==> config.mk <==
export PLATFORM = sky130hd
export DESIGN_NAME = led_sampler_multimode_flat
export DESIGN_NICKNAME = d
export VERILOG_FILES = /design/src/rtl/led_pkg.sv /design/src/rtl/led_sampler_multimode_if.sv /design/src/rtl/led_sampler_multimode_tick_gen.sv /design/src/rtl/led_sampler_multimode.sv /design/src/flat_wrapper.sv
export SDC_FILE = /design/constraint.sdc
export NUM_CORES = 1
export LEC_CHECK = 0
export ABC_AREA = 1
export CAP_MARGIN = 5
export CORE_MARGIN = 10
export CORE_UTILIZATION = 58
export CTS_CLUSTER_SIZE = 10
export DETAILED_ROUTE_END_ITERATION = 16
export GPL_ROUTABILITY_DRIVEN = 0
export PLACE_DENSITY = 0.79
export SKIP_LAST_GASP = 1
export SLEW_MARGIN = 0
export SYNTH_ARGS = -nofsm -noshare
export SYNTH_HDL_FRONTEND = slang
export SYNTH_SLANG_ARGS = --single-unit
==> constraint.sdc <==
create_clock -name clk -period 1.8 [get_ports clk]
set_input_delay 0.27 -clock clk [delete_from_list [all_inputs] [get_ports clk]]
set_output_delay 0.27 -clock clk [all_outputs]
set_load 0.1 [all_outputs]
==> src/rtl/led_pkg.sv <==
// Shared mode encodings for the LED sampler and its bus interface.
package led_pkg;

  typedef logic [1:0] mode_t;

  localparam mode_t MODE_DIRECT = 2'b00;
  localparam mode_t MODE_HOLD   = 2'b01;
  localparam mode_t MODE_BLINK  = 2'b10;
  localparam mode_t MODE_CHASE  = 2'b11;

endpackage

==> src/rtl/led_sampler_multimode_if.sv <==
// Control/display bundle between the decoder side (master) and the LED sampler (slave).
interface led_sampler_multimode_if
  import led_pkg::*;
#(
  parameter int WIDTH = 4
);

  logic             en;
  mode_t            mode;
  logic [WIDTH-1:0] bin;
  logic [WIDTH-1:0] led;
  logic             tick;
  logic             changed;

  modport master (
    output en, mode, bin,
    input  led, tick, changed
  );

  modport slave (
    input  en, mode, bin,
    output led, tick, changed
  );

endinterface

==> src/rtl/led_sampler_multimode_tick_gen.sv <==
// Free-running sampling divider: strobes combinationally on the last count of each period.
module tick_gen #(
  parameter int TICK_CYCLES = 25000000
) (
  input  logic clk,
  input  logic reset,
  input  logic en,
  output logic sample_stb
);

  localparam int CNT_W = (TICK_CYCLES > 1) ? $clog2(TICK_CYCLES) : 1;
  localparam logic [CNT_W-1:0] CNT_LAST = CNT_W'(TICK_CYCLES - 1);

  generate
    if (TICK_CYCLES < 2) begin : g_bad_tick_cycles
      $error("tick_gen: TICK_CYCLES must be >= 2");
    end
  endgenerate

  logic [CNT_W-1:0] cnt_reg;

  assign sample_stb = en && (cnt_reg == CNT_LAST);

  // Disabling freezes the count so the current period resumes where it left off.
  always_ff @(posedge clk) begin
    if (reset) begin
      cnt_reg <= '0;
    end else if (sample_stb) begin
      cnt_reg <= '0;
    end else if (en) begin
      cnt_reg <= cnt_reg + 1'b1;
    end
  end

endmodule

==> src/rtl/led_sampler_multimode.sv <==
// LED driver: samples bin on a divided tick and shows it in direct, hold, blink or chase mode.
module led_sampler_multimode
  import led_pkg::*;
#(
  parameter int WIDTH       = 4,
  parameter int TICK_CYCLES = 25000000
) (
  input  logic                  clk,
  input  logic                  reset,
  led_sampler_multimode_if.slave bus
);

  generate
    if (WIDTH < 1) begin : g_bad_width
      $error("led_sampler_multimode: WIDTH must be >= 1");
    end
  endgenerate

  logic             sample_stb;
  logic [WIDTH-1:0] sample_reg;
  logic [WIDTH-1:0] chase_reg;
  logic [WIDTH-1:0] chase_rot;
  logic [WIDTH-1:0] chase_next;
  logic [WIDTH-1:0] led_reg;
  logic [WIDTH-1:0] led_next;
  logic             phase_reg;
  logic             phase_next;
  logic             tick_reg;
  logic             changed_reg;
  mode_t            mode_reg;
  logic             enter_blink;
  logic             enter_chase;

  tick_gen #(
    .TICK_CYCLES(TICK_CYCLES)
  ) u_tick_gen (
    .clk       (clk),
    .reset     (reset),
    .en        (bus.en),
    .sample_stb(sample_stb)
  );

  // Rotate left by one with MSB wrapping to LSB; a single LED maps onto itself.
  for (genvar gi = 0; gi < WIDTH; gi++) begin : g_rot
    assign chase_rot[gi] = chase_reg[(gi + WIDTH - 1) % WIDTH];
  end

  always_comb begin
    enter_blink = (bus.mode == MODE_BLINK) && (mode_reg != MODE_BLINK);
    enter_chase = (bus.mode == MODE_CHASE) && (mode_reg != MODE_CHASE);

    // A mode-entry load wins over the tick-driven toggle/rotate in the same edge.
    phase_next = phase_reg;
    if (enter_blink) begin
      phase_next = 1'b1;
    end else if (sample_stb) begin
      phase_next = ~phase_reg;
    end

    chase_next = chase_reg;
    if (enter_chase) begin
      chase_next = WIDTH'(1);
    end else if (sample_stb) begin
      chase_next = chase_rot;
    end

    led_next = bus.bin;
    case (bus.mode)
      MODE_DIRECT: led_next = bus.bin;
      MODE_HOLD:   led_next = sample_reg;
      MODE_BLINK:  led_next = phase_reg ? sample_reg : '0;
      MODE_CHASE:  led_next = chase_reg;
      default:     led_next = bus.bin;
    endcase
  end

  always_ff @(posedge clk) begin
    if (reset) begin
      sample_reg  <= '0;
      phase_reg   <= 1'b1;
      chase_reg   <= WIDTH'(1);
      led_reg     <= '0;
      tick_reg    <= 1'b0;
      changed_reg <= 1'b0;
      mode_reg    <= MODE_DIRECT;
    end else begin
      tick_reg    <= sample_stb;
      changed_reg <= sample_stb && (bus.bin != sample_reg);
      if (sample_stb) begin
        sample_reg <= bus.bin;
      end
      phase_reg <= phase_next;
      chase_reg <= chase_next;
      led_reg   <= led_next;
      mode_reg  <= bus.mode;
    end
  end

  assign bus.led     = led_reg;
  assign bus.tick    = tick_reg;
  assign bus.changed = changed_reg;

endmodule

==> src/flat_wrapper.sv <==
// flat-port wrapper written by rule: the top's interface ports become plain ports
module led_sampler_multimode_flat import led_pkg::*;
#(
  parameter int WIDTH       = 4,
  parameter int TICK_CYCLES = 25000000
)
  (clk, reset, bus_en, bus_mode, bus_bin, bus_led, bus_tick, bus_changed);
  led_sampler_multimode_if #(.WIDTH(WIDTH)) bus_i ();
  input  logic clk;
  input  logic reset;
  input wire logic [$bits(bus_i.en)-1:0] bus_en;
  input wire logic [$bits(bus_i.mode)-1:0] bus_mode;
  input wire logic [$bits(bus_i.bin)-1:0] bus_bin;
  output wire logic [$bits(bus_i.led)-1:0] bus_led;
  output wire logic [$bits(bus_i.tick)-1:0] bus_tick;
  output wire logic [$bits(bus_i.changed)-1:0] bus_changed;
  assign bus_i.en = bus_en;
  assign bus_i.mode = bus_mode;
  assign bus_i.bin = bus_bin;
  assign bus_led = bus_i.led;
  assign bus_tick = bus_i.tick;
  assign bus_changed = bus_i.changed;
  led_sampler_multimode #(.WIDTH(WIDTH), .TICK_CYCLES(TICK_CYCLES)) u_core (.clk(clk), .reset(reset), .bus(bus_i));
endmodule
* After elaboration in Yosys (flattened, before gate mapping)
Cells that the tools add are included.
W data, S select, Z words.
** Storage, ports and cells
- Register bits :: 42
- Word-level logic and storage cells :: 27
** Operators by class
- Add/subtract/negate cells :: 1
- Equality and inequality tests :: 7
- Multiplexer cells :: 2
- Bitwise logic cells :: 1
- Reduce and logical (&&, ||, !) cells :: 8
** Operators with widths (count)
- $add A25 B1 Y25 const B :: 1
- $eq A25 B25 Y1 const B :: 1
- $pmux W4 S4 :: 1
- $reduce_or A2 Y1 :: 3
- $eq A2 B2 Y1 const B :: 2
- $logic_and A1 B1 Y1 :: 4
- $mux W4 :: 1
- $ne A2 B2 Y1 const B :: 2
- $ne A4 B4 Y1 :: 1
- $eq A2 B1 Y1 const B :: 1
- $logic_not A2 Y1 :: 1
- $not A1 Y1 :: 1

* Depth between registers and ports, before layout
- Depth after elaboration :: 3
- Gate-level depth with buffers :: 11
- Mapped depth without buffers :: 10

* By module
From an unflattened synthesis, not the netlist that was laid out.
** Second synthesis, totals
- Cells, all modules :: 328
- Area, all modules :: 2203.4 µm²
** By module, submodules not included
- tick_gen :: instances 1, cells an instance 222, area an instance 1457.6 µm²
- led_sampler_multimode :: instances 1, cells an instance 106, area an instance 745.7 µm²

* Least setup slack after synthesis
OpenSTA, ideal clock, no wires.
- Path type :: register to register
- From :: register u_core.u_tick_gen.cnt_reg[0]
- To :: register u_core.u_tick_gen.cnt_reg[13]
- Library setup time :: 0.115 ns
- Data arrival time :: 1.258 ns
- Data required time :: 1.685 ns
- Path slack :: 0.428 ns
- Cell stages (with the launch flop) :: 12
- Buffers on the path :: 1
- Path through :: dfxtp_1 > ha_1 > nand2_4 > inv_2 > nand2_1 > nor2_2 > nand2_2 > inv_1 > nand2_1 > nand2_1 > buf_4 > nor2_1
** Between the ends
- Longest elaborated chain between the ends :: 3
- Elaborated cells between the ends (all ways) :: 4
** Ends and longest elaborated chain
- start, declared :: RTL line led_sampler_multimode_tick_gen.sv:20 : logic [CNT_W-1:0] cnt_reg;
- start signal, assigned :: RTL line led_sampler_multimode_tick_gen.sv:31 : cnt_reg <= cnt_reg + 1'b1;
- branches (longest 3 deep; another with $add A25 B1 Y25)
Several ways; the timed one is not identified.
A chain may end at the register's enable or synchronous reset.

* Worst setup path in the final report
- From :: register u_core.u_tick_gen.cnt_reg[0]
- To :: register u_core.u_tick_gen.cnt_reg[18]
Same word-level chain as after synthesis.

==> impl_metrics.tcl <==
set metrics [dict create \
    port_buffers 14 \
    final_critical_path_setup_slack_ns 0.235 \
    post_detailed_route_drc_marker_count 0 \
    die-height_um 80.9 \
    grt_pass1_wl_um 7850 \
    number_of_register_bits_inferred_by_synthesis 42 \
    final.setup_skew_ns 0.00744 \
    largest_register_ff_count 25 \
    synth_fp_nets 334 \
    dp.final_hpwl_um 3470 \
    detailedPlace.worstSlack_ns -0.0200 \
    antennaDiodeCount 0 \
    critical_path.n_buffers_inverters 1 \
    p_sw_frac 0.241 \
    layout.cells.non_filler 400 \
    wirelength_met1_um 2100 \
    route.antenna.remaining_nets 0 \
    setup_viol 0 \
    post_synth.cell_area_avg_sq_um 6.64 \
    cts_max_path_buffers 2 \
    route.detailed.wl_per_inst_um 11.2 \
    timing.max_slew.rel_slack 0.753 \
    crit_path_cell_chain "ha_1, inv_1, nor2_2, nand3_1, nor2_1, xor2_1, nor2_1" \
    numPlacedInstances 392 \
    num-nets-final 361 \
    met2WireLength_um 2110 \
    layout_min_cycle_time_ns 1.57 \
    postCtsSetupBuffers 0 \
    critical_path.slowest_cell "dfxtp_1" \
    ioPinCount 15 \
    netlist_top_cells_area "dfxtp_1, nand2_1, nor2_1" \
    clk-insertion-delay-late_ns 0.30 \
    combPwrFrac 0.080 \
    timing.setup.critical_path_class "register to register" \
    power.net_switching_uw 414 \
    clock.fmax_mhz 639 \
    grt.total_usage 0.150 \
    initial_core_util 0.592 \
    hold_path.class "register to register" \
    first_global_vias 1810 \
    routed_length_on_met3_um 201 \
    critical_path.max_fanout 4 \
    fp.dieW_um 80.9 \
    gr-total-overflow 0 \
    leakagePower_uw 0.00104 \
    post_detailed_route_via_to_cell_ratio 5.00 \
    clk_pin_slew_worst_paths_ns 0.07 \
    fp-row-count 22 \
    tritoncts_num_sinks 42 \
    cp-end-kind "register" \
    cts_resized 0 \
    cap_viol_max_count 0 \
    power.internal_uw 1300 \
    startpoint_type "register" \
    grt_antenna_before_repair 0 \
    syn_to_final_growth_pct 15.2 \
    synth_cells 324 \
    p_seq_frac 0.551 \
    tritoncts "done" \
    pwr-share-clk 0.368 \
    worst_slew_pin_slew_ns 0.370 \
    powerDensity_nw_per_um2 692 \
    grt_start_max_net_pins 15 \
    netlist.top_cell.by_area "dfxtp_1" \
    top_delay_family_on_crit_path "simple AND/OR/NAND/NOR gates" \
    totalWireLength_um 4490 \
    cp.arrival_ns 1.76 \
    seq_area_frac_synth 0.391 \
    vdd.ir_drop.worst_v 0.000499 \
    slew_violations 0 \
    rsz_0062_raised_after_global_routing "false" \
    die_area_sq_um 6550 \
    cts.root.buffer_cell "clkbuf_8" \
    timing.final.crit_share 0.869 \
    first_iter_violations 110 \
    hold_viol_final 0 \
    synth_cell_type_count 24 \
    routed_vias 2001 \
    cts_hold_buf 0 \
    post-synth-top-area-fraction 0.391 \
    top_layer_used "met4" \
    crit_top_cell "nor2_1" \
    total_power_uw 1710 \
    cts_inserted_buffers 5 \
    syn_area_sq_um 2150 \
    run_status "finished, final reports clean" \
    max_stage_delay_ns 0.37 \
    finalHoldWorstSlack_ns 0.464 \
    floorplan.core_area_sq_um 3630 \
    dr.pass1.iters 4 \
    htree_num_levels 2 \
    critPathRequiredTime_ns 2.00 \
    yosys_warnings 0 \
    layout-drive-gt1-share 0.125 \
]
layer usage:
layer	vias to the layer above	track usage
met5	-	0
met4	0	0.0588
met3	7	0.0442
met2	34	0.245
met1	912	0.181
li1	1048	-
power groups by stage:
stage	logic, uW	clock network (uW)	registers [uW]
2_1_floorplan	56.5	0	997
5_1_grt	151	677	946
3_5_place_dp	138	0	967
6_report	137	631	945
4_1_cts	138	640	945
3_3_place_gp	137	0	967
cell usage in the layout (no fill, tap or decap), types with 4 or more instances in the layout:
| cell | n |
|---|---|
| a31oi_1 | 5 |
| buf_4 | 15 |
| clkbuf_8 | 6 |
| clkdlybuf4s50_1 | 8 |
| dfxtp_1 | 42 |
| inv_1 | 35 |
| inv_2 | 4 |
| nand2_1 | 99 |
| nand3_1 | 24 |
| nand4_1 | 4 |
| nor2_1 | 60 |
| nor2_2 | 8 |
| o21ai_0 | 6 |
| xnor2_1 | 8 |
| xor2_1 | 8 |
area by class of cell:
cell class | instances | area, sq um
clock inverter | 1 | 5.00
timing repair buffer | 24 | 213
multi-input combinational | 238 | 1120
inverter | 40 | 150
clock buffer | 7 | 86.3
fill | 335 | 1150
sequential | 42 | 841
tap | 48 | 60.1
cell usage after synthesis:
| cell type | count |
|---|---|
| nor3_1 | 2 |
| nor2_1 | 60 |
| a31oi_1 | 5 |
| buf_4 | 2 |
| inv_1 | 35 |
| a21oi_2 | 2 |
| ha_1 | 1 |
| nor2_2 | 8 |
| a21oi_1 | 3 |
| nand2_2 | 2 |
| clkinv_1 | 1 |
| nor2_4 | 3 |
| dfxtp_1 | 42 |
| nand3b_1 | 1 |
| nand4_1 | 4 |
| o21ai_0 | 6 |
| nand3_2 | 1 |
| xor2_1 | 8 |
| nand2_4 | 1 |
| buf_6 | 2 |
| nand2_1 | 99 |
| inv_2 | 4 |
| nand3_1 | 24 |
| xnor2_1 | 8 |
worst min-delay path: stages (launching register included):
cell and delay (ns):
dfxtp_1 0.33, nand2_1 0.05, nand3_1 0.05
final timing paths:
check	from	end	slack [ns]	depth (start not counted)
worst max-delay path	u_core.u_tick_gen.cnt_reg[0]	u_core.u_tick_gen.cnt_reg[18]	0.23	7
worst max register to register	u_core.u_tick_gen.cnt_reg[0]	u_core.u_tick_gen.cnt_reg[18]	0.23	7
worst min register to register	u_core.phase_reg	u_core.phase_reg	0.46	2
worst min-delay path	u_core.phase_reg	u_core.phase_reg	0.46	2
cell families (layout without fill, tap and decap cells):
kind of cell / after synthesis / in the layout / share of synthesized area
and+or+nand+nor: 205 / 205 / 0.408
buffers and inverters: 44 / 72 / 0.0872
DFF: 42 / 42 / 0.391
AOI/OAI and AO/OA: 16 / 16 / 0.0436
xor gates and xnor gates: 16 / 16 / 0.0651
adders and majority gates: 1 / 1 / 0.00581
stage by stage:
step / TNS [ns] / instance area [sq um] / util
global route: 0 / 2480 / 0.682
CTS: 0 / 2480 / 0.682
finish: 0 / 2480 / 0.682
floorplan: 0 / 2150 / -
detailed placement: -0.0200 / 2390 / 0.657
global placement: 0 / 2390 / 0.657
(Power assumes the default switching activity.)
